File: src/rtl/cpu_pkg.sv
// Shared types for the accumulator CPU: cycle states, opcode encodings and ALU selects.
package cpu_pkg;

   localparam int OPCODE_BITS = 4;

   typedef enum logic [1:0] {
      FETCH  = 2'd0,
      DECODE = 2'd1,
      EXEC   = 2'd2,
      HALT   = 2'd3
   } t_cycle;

   typedef enum logic [OPCODE_BITS-1:0] {
      OP_NOP   = 4'h0,
      OP_LDI   = 4'h1,
      OP_LD    = 4'h2,
      OP_ST    = 4'h3,
      OP_ADD   = 4'h4,
      OP_SUB   = 4'h5,
      OP_AND   = 4'h6,
      OP_OR    = 4'h7,
      OP_XOR   = 4'h8,
      OP_JMP   = 4'h9,
      OP_JZ    = 4'hA,
      OP_JC    = 4'hB,
      OP_ILL_C = 4'hC,
      OP_ILL_D = 4'hD,
      OP_ILL_E = 4'hE,
      OP_HALT  = 4'hF
   } t_opcode;

   typedef enum logic [2:0] {
      ALU_PASS = 3'd0,
      ALU_ADD  = 3'd1,
      ALU_SUB  = 3'd2,
      ALU_AND  = 3'd3,
      ALU_OR   = 3'd4,
      ALU_XOR  = 3'd5
   } t_alu_op;

   // Loads pass the operand through so Z can come from the ALU zero detect.
   function automatic t_alu_op alu_op_of(input t_opcode op);
      case (op)
         OP_ADD:  return ALU_ADD;
         OP_SUB:  return ALU_SUB;
         OP_AND:  return ALU_AND;
         OP_OR:   return ALU_OR;
         OP_XOR:  return ALU_XOR;
         default: return ALU_PASS;
      endcase
   endfunction

endpackage

File: src/rtl/cpu_alu.sv
// Combinational accumulator ALU; carry is carry-out for ADD and borrow (acc < operand) for SUB.
module cpu_alu
   import cpu_pkg::*;
#(
   parameter int WORD_BITS = 8
) (
   input  logic [WORD_BITS-1:0] acc,
   input  logic [WORD_BITS-1:0] operand,
   input  t_alu_op              op,
   output logic [WORD_BITS-1:0] result,
   output logic                 carry,
   output logic                 zero
);

   logic [WORD_BITS:0] sum;
   logic [WORD_BITS:0] diff;

   assign sum  = {1'b0, acc} + {1'b0, operand};
   assign diff = {1'b0, acc} - {1'b0, operand};

   always_comb begin
      result = operand;
      carry  = 1'b0;
      case (op)
         ALU_ADD: begin
            result = sum[WORD_BITS-1:0];
            carry  = sum[WORD_BITS];
         end
         ALU_SUB: begin
            result = diff[WORD_BITS-1:0];
            carry  = diff[WORD_BITS];
         end
         ALU_AND: result = acc & operand;
         ALU_OR:  result = acc | operand;
         ALU_XOR: result = acc ^ operand;
         default: result = operand;
      endcase
   end

   assign zero = (result == '0);

endmodule

File: src/rtl/cpu_acc.sv
// Multi-cycle accumulator CPU over one shared memory port (FETCH/DECODE/EXEC/HALT).
// Define CPU_TRAP_ILLEGAL_EN to halt on opcodes C..E and expose out_trap; otherwise they act as NOP.
module cpu_acc #(
   parameter int                   ADDR_BITS   = 8,
   parameter int                   WORD_BITS   = 8,
   parameter int                   OPCODE_BITS = 4,
   parameter logic [ADDR_BITS-1:0] RESET_PC    = '0
) (
   input  logic                 in_clk,
   input  logic                 in_rst,
   input  logic                 in_mem_ready,
   input  logic [WORD_BITS-1:0] in_mem_data,
   output logic                 out_mem_read,
   output logic                 out_mem_write,
   output logic [WORD_BITS-1:0] out_mem_data,
   output logic [ADDR_BITS-1:0] out_mem_addr,
   output logic [WORD_BITS-1:0] out_instr,
   output logic [WORD_BITS-1:0] out_acc,
   output logic [ADDR_BITS-1:0] out_pc,
   output logic                 out_halted
`ifdef CPU_TRAP_ILLEGAL_EN
   ,
   output logic                 out_trap
`endif
);

   import cpu_pkg::*;

   t_cycle               state;
   logic [1:0]           sub;
   logic [ADDR_BITS-1:0] pc;
   logic [ADDR_BITS-1:0] mem_addr;
   logic [WORD_BITS-1:0] instr;
   logic [WORD_BITS-1:0] acc;
   logic [WORD_BITS-1:0] operand;
   logic [WORD_BITS-1:0] wdata;
   logic                 rd;
   logic                 wr;
   logic                 z;
   logic                 c;
   logic                 halted;
`ifdef CPU_TRAP_ILLEGAL_EN
   logic                 trap;
`endif

   t_opcode              opc;
   t_alu_op              alu_op;
   logic [ADDR_BITS-1:0] ea;
   logic [ADDR_BITS-1:0] pc_next;
   logic [WORD_BITS-1:0] alu_result;
   logic                 alu_carry;
   logic                 alu_zero;

   assign opc     = t_opcode'(instr[WORD_BITS-1 -: OPCODE_BITS]);
   assign alu_op  = alu_op_of(opc);
   assign ea      = ADDR_BITS'(operand);
   assign pc_next = pc + ADDR_BITS'(1);

   // The operand register doubles as the memory-data latch, so the ALU never sees in_mem_data directly.
   cpu_alu #(
      .WORD_BITS (WORD_BITS)
   ) u_alu (
      .acc     (acc),
      .operand (operand),
      .op      (alu_op),
      .result  (alu_result),
      .carry   (alu_carry),
      .zero    (alu_zero)
   );

   always_ff @(posedge in_clk) begin
      if (in_rst) begin
         state    <= FETCH;
         sub      <= 2'd0;
         pc       <= RESET_PC;
         mem_addr <= '0;
         instr    <= '0;
         acc      <= '0;
         operand  <= '0;
         wdata    <= '0;
         rd       <= 1'b0;
         wr       <= 1'b0;
         z        <= 1'b0;
         c        <= 1'b0;
         halted   <= 1'b0;
`ifdef CPU_TRAP_ILLEGAL_EN
         trap     <= 1'b0;
`endif
      end else begin
         case (state)
            FETCH: begin
               if (sub == 2'd0) begin
                  mem_addr <= pc;
                  rd       <= 1'b1;
                  pc       <= pc_next;
                  sub      <= 2'd1;
               end else if (in_mem_ready) begin
                  instr <= in_mem_data;
                  rd    <= 1'b0;
                  sub   <= 2'd0;
                  state <= DECODE;
               end
            end

            DECODE: begin
               if (sub == 2'd0) begin
                  case (opc)
                     OP_NOP: state <= FETCH;
                     OP_HALT: begin
                        halted <= 1'b1;
                        state  <= HALT;
                     end
                     OP_ILL_C, OP_ILL_D, OP_ILL_E: begin
`ifdef CPU_TRAP_ILLEGAL_EN
                        halted <= 1'b1;
                        trap   <= 1'b1;
                        state  <= HALT;
`else
                        state  <= FETCH;
`endif
                     end
                     default: begin
                        mem_addr <= pc;
                        rd       <= 1'b1;
                        pc       <= pc_next;
                        sub      <= 2'd1;
                     end
                  endcase
               end else if (in_mem_ready) begin
                  operand <= in_mem_data;
                  rd      <= 1'b0;
                  sub     <= 2'd0;
                  state   <= EXEC;
               end
            end

            EXEC: begin
               case (sub)
                  2'd0: begin
                     case (opc)
                        OP_LDI: begin
                           acc   <= alu_result;
                           z     <= alu_zero;
                           state <= FETCH;
                        end
                        OP_JMP: begin
                           pc    <= ea;
                           state <= FETCH;
                        end
                        OP_JZ: begin
                           if (z) pc <= ea;
                           state <= FETCH;
                        end
                        OP_JC: begin
                           if (c) pc <= ea;
                           state <= FETCH;
                        end
                        OP_ST: begin
                           mem_addr <= ea;
                           wdata    <= acc;
                           wr       <= 1'b1;
                           sub      <= 2'd1;
                        end
                        OP_LD, OP_ADD, OP_SUB, OP_AND, OP_OR, OP_XOR: begin
                           mem_addr <= ea;
                           rd       <= 1'b1;
                           sub      <= 2'd1;
                        end
                        default: state <= FETCH;
                     endcase
                  end
                  2'd1: begin
                     if (in_mem_ready) begin
                        if (opc != OP_ST) operand <= in_mem_data;
                        rd  <= 1'b0;
                        wr  <= 1'b0;
                        sub <= 2'd2;
                     end
                  end
                  default: begin
                     // Retire: the memory operand is now registered in operand.
                     if (opc != OP_ST) begin
                        acc <= alu_result;
                        z   <= alu_zero;
                        if (alu_op != ALU_PASS) c <= alu_carry;
                     end
                     sub   <= 2'd0;
                     state <= FETCH;
                  end
               endcase
            end

            HALT: begin
               rd <= 1'b0;
               wr <= 1'b0;
            end

            default: state <= HALT;
         endcase
      end
   end

   assign out_mem_read  = rd;
   assign out_mem_write = wr;
   assign out_mem_data  = wdata;
   assign out_mem_addr  = mem_addr;
   assign out_instr     = instr;
   assign out_acc       = acc;
   assign out_pc        = pc;
   assign out_halted    = halted;
`ifdef CPU_TRAP_ILLEGAL_EN
   assign out_trap      = trap;
`endif

endmodule

File: config.mk
export PLATFORM = sky130hd
export DESIGN_NAME = cpu_acc
export DESIGN_NICKNAME = d
export VERILOG_FILES = /design/src/rtl/cpu_pkg.sv /design/src/rtl/cpu_alu.sv /design/src/rtl/cpu_acc.sv
export SDC_FILE = /design/constraint.sdc
export NUM_CORES = 1
export LEC_CHECK = 0
export CORE_ASPECT_RATIO = 0.7
export CORE_MARGIN = 1
export CORE_UTILIZATION = 55
export CTS_CLUSTER_DIAMETER = 30
export DETAILED_ROUTE_END_ITERATION = 7
export PLACE_DENSITY = 0.86
export SLEW_MARGIN = 20
export SYNTH_ARGS = -nofsm -noshare
export SYNTH_HDL_FRONTEND = slang
export SYNTH_HIERARCHICAL = 1
export SYNTH_SLANG_ARGS = --single-unit
File: constraint.sdc
create_clock -name in_clk -period 3.7 [get_ports in_clk]
set_clock_uncertainty 0.15 [all_clocks]
set_input_delay 0.74 -clock in_clk [delete_from_list [all_inputs] [get_ports in_clk]]
set_output_delay 0.74 -clock in_clk [all_outputs]
set_load 0.005 [all_outputs]
# After elaboration in Yosys (flattened, before gate mapping)
# Cells that the tools add are included.
[classes]
n_addsub = 3
mux = 55
reduce_logical = 26
eq_ne = 51
bitwise_logic = 6
[op_table]
columns = ["operator", "count"]
rows = [
  ["two-way mux 8 bit", 18],
  ["one-hot mux 8 bit (3 select lines)", 3],
  ["one-hot mux 8 bit (5 select lines)", 1],
  ["equality test 4 bit (second input constant)", 8],
  ["one-hot mux 8 bit (2 select lines)", 2],
  ["inequality test 2 bit (second input constant)", 13],
  ["inequality test 3 bit (second input constant)", 8],
  ["two-way mux 2 bit", 10],
  ["equality test 4 x 3 -> 1 bit (second input constant)", 4],
  ["AND reduction 4 bit", 4],
  ["one-hot mux 3 bit (5 select lines)", 1],
  ["one-hot mux 2 bit (2 select lines)", 3],
  ["one-hot mux 2 bit (3 select lines)", 2],
  ["AND reduction 3 bit", 4],
  ["AND reduction 6 bit", 2],
  ["one-hot mux 1 bit (2 select lines)", 5],
  ["adder 8 x 8 -> 9 bit", 1],
  ["two-way mux 1 bit", 9],
  ["subtractor 8 x 8 -> 9 bit", 1],
  ["adder 8 x 1 -> 8 bit (second input constant)", 1],
  ["AND 8 bit", 1],
  ["equality test 4 x 2 -> 1 bit (second input constant)", 2],
  ["zero test 8 bit", 1],
  ["bitwise OR 8 bit", 1],
  ["25 further kinds", 36],
]
[totals]
output_inout_bits = 43
inputBits = 11
ff_bits = 57
wordCells = 154

# Depth between registers and ports, before layout
[logic_depth]
ltp_word = 7
depth_mapped = 16
ltp_nobuf = 12

# Hierarchy
# The synthesis kept the hierarchy.
[by_module_without_submodules]
columns = ["module", "cells_each", "seq_area_each_um2", "instances", "area_per_inst_um2"]
rows = [
  ["cpu_acc", 323, 1141.1, 1, 2824.0],
  ["cpu_alu", 194, 0.0, 1, 1375.1],
]

# Worst setup path before layout
# Ideal clock, no wire load.
[synth_timing]
path_kind = "flip-flop to flip-flop"
startpoint = "register instr[4], in the netlist out_instr[4]"
endpoint = "register z"
setup_time_ps = 65
path_stages_with_launch = 15
path_buffers = 3
arrival_ps = 2575
slack_ps = 910
period_less_slack_ps = 2790
t_required_ps = 3485
path_cell_list = "dfxtp_1 -> buf_2 -> nor4b_4 -> a21oi_1 -> nor2_1 -> buf_6 -> buf_8 -> o21ai_1 -> a22oi_1 -> nand2_1 -> o32a_1 -> nor4_1 -> nor3b_2 -> mux2i_1 -> nor2_1"
[synth_between]
elab_chain_len = 7
elab_cells_between_ends = 21
classes_between = "eq/ne: 13; mux: 5; reduce/logical: 3"
[synth_rtl]
columns = ["item", "line_no", "source"]
rows = [
  ["from (decl)", "cpu_acc.sv:33", "logic [WORD_BITS-1:0] instr;"],
  ["from (signal assigned)", "cpu_acc.sv:98", "instr <= in_mem_data;"],
  ["equality test 4 bit / equality test 4 x 3 -> 1 bit (equally long branches)", "cpu_pkg.sv:43", "case (op)"],
  ["one-hot mux 3 bit (5 select lines) (*)", "cpu_pkg.sv:43", ""],
  ["named net alu_op[0]", "cpu_acc.sv:47", "t_alu_op alu_op;"],
  ["equality test 3 bit, or another cell as far along", "cpu_alu.sv:24", "case (op)"],
  ["one-hot mux 8 bit (5 select lines) (*)", "cpu_alu.sv:24", ""],
  ["named net alu_result[3]", "cpu_acc.sv:50", "logic [WORD_BITS-1:0] alu_result;"],
  ["zero test 8 bit (*)", "cpu_alu.sv:40", "assign zero = (result == '0);"],
  ["named net alu_zero", "cpu_acc.sv:52", "logic alu_zero;"],
  ["two-way mux 1 bit (on tied branches)", "cpu_acc.sv:182, cpu_acc.sv:140", ""],
  ["one-hot mux 1 bit (2 select lines) (*)", "cpu_acc.sv:138", "case (sub)"],
  ["to (signal assigned)", "cpu_acc.sv:143", "z <= alu_zero;"],
  ["to (signal assigned)", "cpu_acc.sv:184", "z <= alu_zero;"],
  ["to (decl)", "cpu_acc.sv:39", "logic z;"],
]
# Mark *: on every way through the listed nets, which the timed path passes. The rest lies on a longest branch. The select of a mux whose other input is x is not followed.
# A chain may end at the register's enable or synchronous reset.

# Worst setup path after layout
[layout_timing]
startpoint = "register instr[7], in the netlist out_instr[7]"
endpoint = "register z"
# The elaborated chain is that of the path after synthesis.

==> key figures <==
Status
  – Result of the run: finished, final reports clean

Global route
  – Gr usage total: 29.31%
  – Largest net degree at the start of global routing: 35
  – Met1 demand-to-capacity share in global routing: 40.98%
  – First-pass GRT wire length: 18230 um
  – Met3 track utilization from global routing: 7.013%
  – Gr busiest metal: met2
  – Initial antenna violation count: 0
  – GR Util met2: 44.95%
  – Via count of the first global-routing pass: 3608
  – Overall overflow remaining after global route: 0

Synthesis
  – Warning count from the yosys run: 6
  – Post-Synth XOR/XNOR Area: 1.669%
  – Net Count, Synth: 560
  – Synth cell types: 80
  – Count of flip-flops with a built-in enable after synthesis: 0
  – Sequential element share of the synthesized area: 27.18%
  – Most used flip-flop cell after synthesis: dfxtp_1
  – Most area-consuming cells after synthesis: dfxtp_1, mux2i_1, ha_1
  – List of most frequent post-synthesis cells: nor2_1, dfxtp_1, mux2i_1, nand2_1
  – Compound-Gate Fraction of Synth Area: 23.69%
  – Leading area contributor after synthesis: dfxtp_1
  – Share of synthesized registers carrying an async set or reset: 0%
  – Synthesized area per cell: 8.122 um^2
  – Multiplexer share of the synthesized area: 9.774%
  – Yosys reg bits: 57
  – Post-Synth Adder-Cell Area: 9.893%
  – Main combinational cell family by area after synthesis: compound AO/OA/AOI/OAI gates
  – Basic-gate share of the synthesized area counting and, or, nand and nor cells: 19.93%
  – Mapped Cells: 517
  – Most frequent cell after synthesis: nor2_1
  – Synth Cell Area: 4199 um^2
  – Fraction of synthesized cell area taken by the top area cell type: 27.18%

Floorplan
  – Die Outline Area: 7994 um^2
  – X dimension of the die: 106.4 um
  – Die Height: 75.11 um
  – FP Rows: 26
  – I/O Pins: 54
  – Core Area: 7352 um^2
  – Initial standard-cell utilization of the core: 57.11%

CTS
  – Sink count of the clock tree: 57
  – CTS tree: yes
  – Post-CTS Setup Bufs: 0
  – Clock insertion delay at the later pin of the skew report: 0.34 ns
  – Clock Root Buffer: clkbuf_8
  – Buffers from clock root to sink, at most: 2
  – Inserted Clock Buffers: 9
  – Number of H-tree branching levels: 3
  – Number of buffers inserted by hold repair at cts: 0
  – CTS-repair resized insts: 0
  – Clk slew on worst S/H paths: 0.07 ns

Setup path
  – Arrival time of data at the critical path endpoint: 3.42 ns
  – Setup Crit Path Kind: reg2reg
  – Beginning of the worst register-to-register path: out_instr[7]$_SDFFE_PP0P_
  – Startpoint type of the worst setup path: flip-flop
  – Required time reported for the critical path endpoint: 3.83 ns
  – Worst setup path start: out_instr[7]$_SDFFE_PP0P_
  – Crit path capture type: flip-flop
  – Critical path peak fanout: 34

Timing
  – Worst hold margin: 0.3380 ns
  – Crit path time final: 3.295 ns
  – Worst-margin pin slew: 0.7534 ns
  – Number of failing setup endpoints in the final timing report: 0
  – Worst-case headroom to the max-slew limit: 49.77%
  – Achievable clock frequency: 303.5 MHz
  – Final setup TNS: 0 ns
  – Final hold vios: 0
  – RSZ-0062 raised after global routing: no
  – Final Slew Violations: 0
  – Final period util: 89.07%

Placed design
  – Post-DP HPWL: 8287 um
  – GP Congestion: 0.9549
  – Placed Cells: 643
  – Count of input and output buffers: 53

Drt
  – Iteration count of the initial detailed-routing pass: 5
  – Violation count after the first detailed-routing iteration: 479
  – Final wirelength: 11520 um
  – Per-cell routed wire length: 17.48 um
  – Antenna violation net count after detailed routing: 0
  – Drt via density: 6.190
  – Via count of the routed design: 4079
  – Count of unresolved DRC violations after routing: 0

Power
  – Max VDD drop: 0.3433 mV
  – Power density over cell area: 455.2 nW/um^2
  – Leakage power: 0.001976 uW

Min path
  – Launch point of the worst hold path: out_halted$_SDFFE_PP0P_
  – Path category of the worst min-delay check: reg2reg

Finish
  – Nets: 599
  – Antenna Cells: 0
  – Share of layout cells above drive strength 1: 8.556%
  – Area Growth Syn to Fin: 17.49%
  – Number of cells in the finished layout apart from fillers: 659

Run
  – Max-capacitance violation count: 0
-- cell families (layout without fill, tap and decap cells) --
kind of cell,Yosys count,in the layout
flip-flops,57,57
buffers and inverters,66,110
AO/OA/AOI/OAI,144,144
XOR/XNOR,8,8
adder cells (fa/ha/maj),32,32
multiplexers,41,41
AND/OR/NAND/NOR,169,169
-- where the power goes --
| part | switching, uW | leakage [uW] | total (uW) | internal, uW |
|---|---|---|---|---|
| Sequential | 82.4 | 0.000463 | 766 | 683 |
| Combinational | 447 | 0.00140 | 802 | 356 |
| Clock | 264 | 0.000115 | 678 | 414 |
-- cells in the final DEF, fill, tap and decap left out, types with 3 or more instances in the layout --
cell type	instances
o22ai_1	3
o21bai_1	3
nand4_1	3
buf_4	9
o21ai_0	30
o2111ai_1	3
nand2_1	37
nor2b_1	8
or3_1	4
a211oi_1	10
nand3_1	7
a21oi_1	32
a21o_1	4
o31ai_1	5
xnor2_1	7
dfxtp_1	57
nand2b_1	8
inv_1	32
o311ai_0	3
nor3_1	4
ha_1	30
a311oi_1	5
clkdlybuf4s50_1	52
o211ai_1	4
a22oi_1	6
clkbuf_8	11
a31oi_1	5
nor4_1	5
nor2_1	72
mux2i_1	41
-- worst max-delay path, cell delays in order (launching register included) --
cell and delay (ns):
dfxtp_1 0.57, nor4b_4 0.39, a21oi_1 0.12, nor2_1 0.12, buf_4 0.32, nand2b_1 0.12
a21oi_2 0.18, a211oi_1 0.07, o211a_1 0.24, or3_1 0.41, nor4_1 0.18, nor3b_2 0.19
mux2i_1 0.08, nor2_1 0.08
-- layer usage --
metal | wire length, um | share of wire, %
met5 | 0 | 0
met4 | 197 | 1.7
met3 | 1146 | 9.9
met2 | 4921 | 43
met1 | 5254 | 46
-- flip-flops by register name, summed over array words and instances, names as in the netlist, 2 cells and up --
signal	flops
sub	2
out_pc	8
out_mem_data	8
out_mem_addr	8
out_instr	8
state	2
out_acc	8
ea	8
-- path summary, 6_finish.rpt --
kind | end | slack (ns) | cells past startpoint
setup / recovery | z$_SDFFE_PP0P_ | 0.40 | 13
hold / removal | out_halted$_SDFFE_PP0P_ | 0.34 | 2
setup reg to reg | z$_SDFFE_PP0P_ | 0.40 | 13
hold reg to reg | out_halted$_SDFFE_PP0P_ | 0.34 | 2
-- metrics by stage --
step / power (uW) / setup WS, ns / cell area, um^2 / util (%)
after global placement: 1525 / 0.6543 / 4705 / 63.99
after CTS: 2235 / 0.4469 / 4933 / 67.10
after global routing: 2361 / 0.2024 / 4933 / 67.10
after detailed placement: 1557 / 0.5135 / 4705 / 63.99
final: 2246 / 0.4046 / 4933 / 67.10
after floorplan: 1322 / 0.9098 / 4199 / -
-- final cells by class --
class	count	area (um^2)
multi-input cells	394	2728
clock buffers	11	151.4
flip-flops and latches	57	1141
well taps	98	122.6
inverters	32	120.1
repair buffers	62	593.1
clock inverters	5	77.57
fillers	621	2419
No activity file was read; power rests on OpenSTA's default activity.
==> edit, RTL diff (same settings) <==
Re-encode `t_cycle` (4 values) as one-hot, 4 bits wide.
--- a/src/rtl/cpu_pkg.sv
+++ b/src/rtl/cpu_pkg.sv
@@ -3,11 +3,11 @@
 
    localparam int OPCODE_BITS = 4;
 
-   typedef enum logic [1:0] {
-      FETCH  = 2'd0,
-      DECODE = 2'd1,
-      EXEC   = 2'd2,
-      HALT   = 2'd3
+   typedef enum logic [3:0] {
+      FETCH  = 4'b0001,
+      DECODE = 4'b0010,
+      EXEC   = 4'b0100,
+      HALT   = 4'b1000
    } t_cycle;
 
    typedef enum logic [OPCODE_BITS-1:0] {
Formal check against the unedited RTL: no difference found for any inputs over 4 cycles, from zero or initial values and one cycle with in_rst high; so few cycles prove little.
==> edit against the unedited design <==
  * Critical path depth down 1
  * Area after synthesis up 2.6%
  * Count of clock-buffer cells in the layout up 1
  * Setup slack better by 0.052 ns
  * Final area up 2.0%
  * Total power up 11%
  * Sequential cell count up 2
  * Sequential share of layout area up 0.34 points
  * Non-clock buffer count down 1
  * Clock power about the same
  * Worst hold slack worse by 0.018 ns
  * Sequential power up 7.8%
  * Routed wire length up 5.0%
  * Critical endpoint unchanged
==> edit: results (changes against the unedited design) <==
| Metric | Value |
|---|---|
| Status | complete, no violations |
| Clock network area share | 4.524% (-0.12 points) |
| Final HPWL DP | 9001 um (+8.6%) |
| Crit path DAT | 3.37 ns (-0.05 ns) |
| Util after Layout | 67.57% (+0.46 points) |
| #MultiIn Comb | 401 (+1.8%) |
| Delay-heaviest family, CP | compound AO/OA/AOI/OAI gates |
| Inverters | 27 (-16%) |
| P_seq | 826 uW (+7.8%) |
| Vias in the first global route | 3832 (+6.2%) |
| Sequential area share after synthesis | 27.41% (+0.23 points) |
| Non-clk buf share | 11.63% (-0.39 points) |
| Nets | 597 (-0.33%) |
| Fraction of area in multi-input gates | 55.93% (+0.64 points) |
| Fillers | 628 (+1.1%) |
| First-pass GRT wire length | 19640 um (+7.7%) |
| Routability congestion estimate | 0.9443 (-1.1%) |
| R2r startpoint | out_instr[6] |
| Internal power | 1589 uW (+9.4%) |
| Dpl ws | 0.4713 ns (-0.04224 ns) |
| Via-per-instance ratio | 6.282 (+1.5%) |
| Post-synthesis net count | 558 (-0.36%) |
| GRT Total Usage | 30.65% (+1.3 points) |
| Post-Syn Area | 4309 um2 (+2.6%) |
| Seq_cells | 59 (+3.5%) |
| Gate power share | 40.0% (+4.3 points) |
| DR pass1 iterations | 6 (+1) |
| Top cells by area, synth | dfxtp_1, mux2i_1, ha_1 |
| Max VDD drop | 0.0003788 V (+10%) |
| Iter 0 DRT Violations | 565 (+18%) |
| Wire length per cell after detailed routing | 18.27 um (+4.5%) |
| Worst Path Max Fanout | 19 (-44%) |
| Layout cells sized above 1 | 10.28% (+1.7 points) |
| Pin count of the biggest net entering global routing | 32 (-8.6%) |
| FF+latch area | 1181 um2 (+3.5%) |
| Worst R2R Path Depth | 12 (-1) |
| Placed cell area | 4787 um2 (+1.8%) |
| # clk buffers | 12 (+1) |
| LEAKAGE | 0.001968 uW (-0.40%) |
| Non-clk bufs | 61 (-1.6%) |
| R2R Setup Slk | 0.46 ns (+0.05 ns) |
-- edit: cell count changes in the layout (fill, tap and decap cells not counted), sizes merged, moves of 5 or more --
| cell | unedited run | this run |
|---|---|---|
| o21a | 0 | 5 |
| o21ai | 33 | 24 |
| inv | 32 | 27 |
| ha | 30 | 25 |
| a211oi | 10 | 5 |
| nand2 | 38 | 49 |
-- edit: stage by stage --
stage	hold slack (ns)	std cells
global placement	0.3063	645
global route	0.3734	662
detailed placement	0.3206	645
finish	0.3203	662
CTS	0.3317	661
floorplan	0.3011	520
-- edit: routing by layer --
metal / GRT usage, % / routed length [um]
met5: 0 / 0
met4: 9.178 / 216
met3: 9.666 / 1461
met2: 43.01 / 4919
met1: 44.28 / 5499
-- edit: cells by family after synthesis --
logic type / share of synthesized area, %
AND/OR/NAND/NOR: 23.40
AO/OA/AOI/OAI: 22.36
buffers and inverters: 7.956
flip-flops: 27.41
multiplexers: 8.856
adder cells (fa/ha/maj): 8.188
XOR/XNOR: 1.829
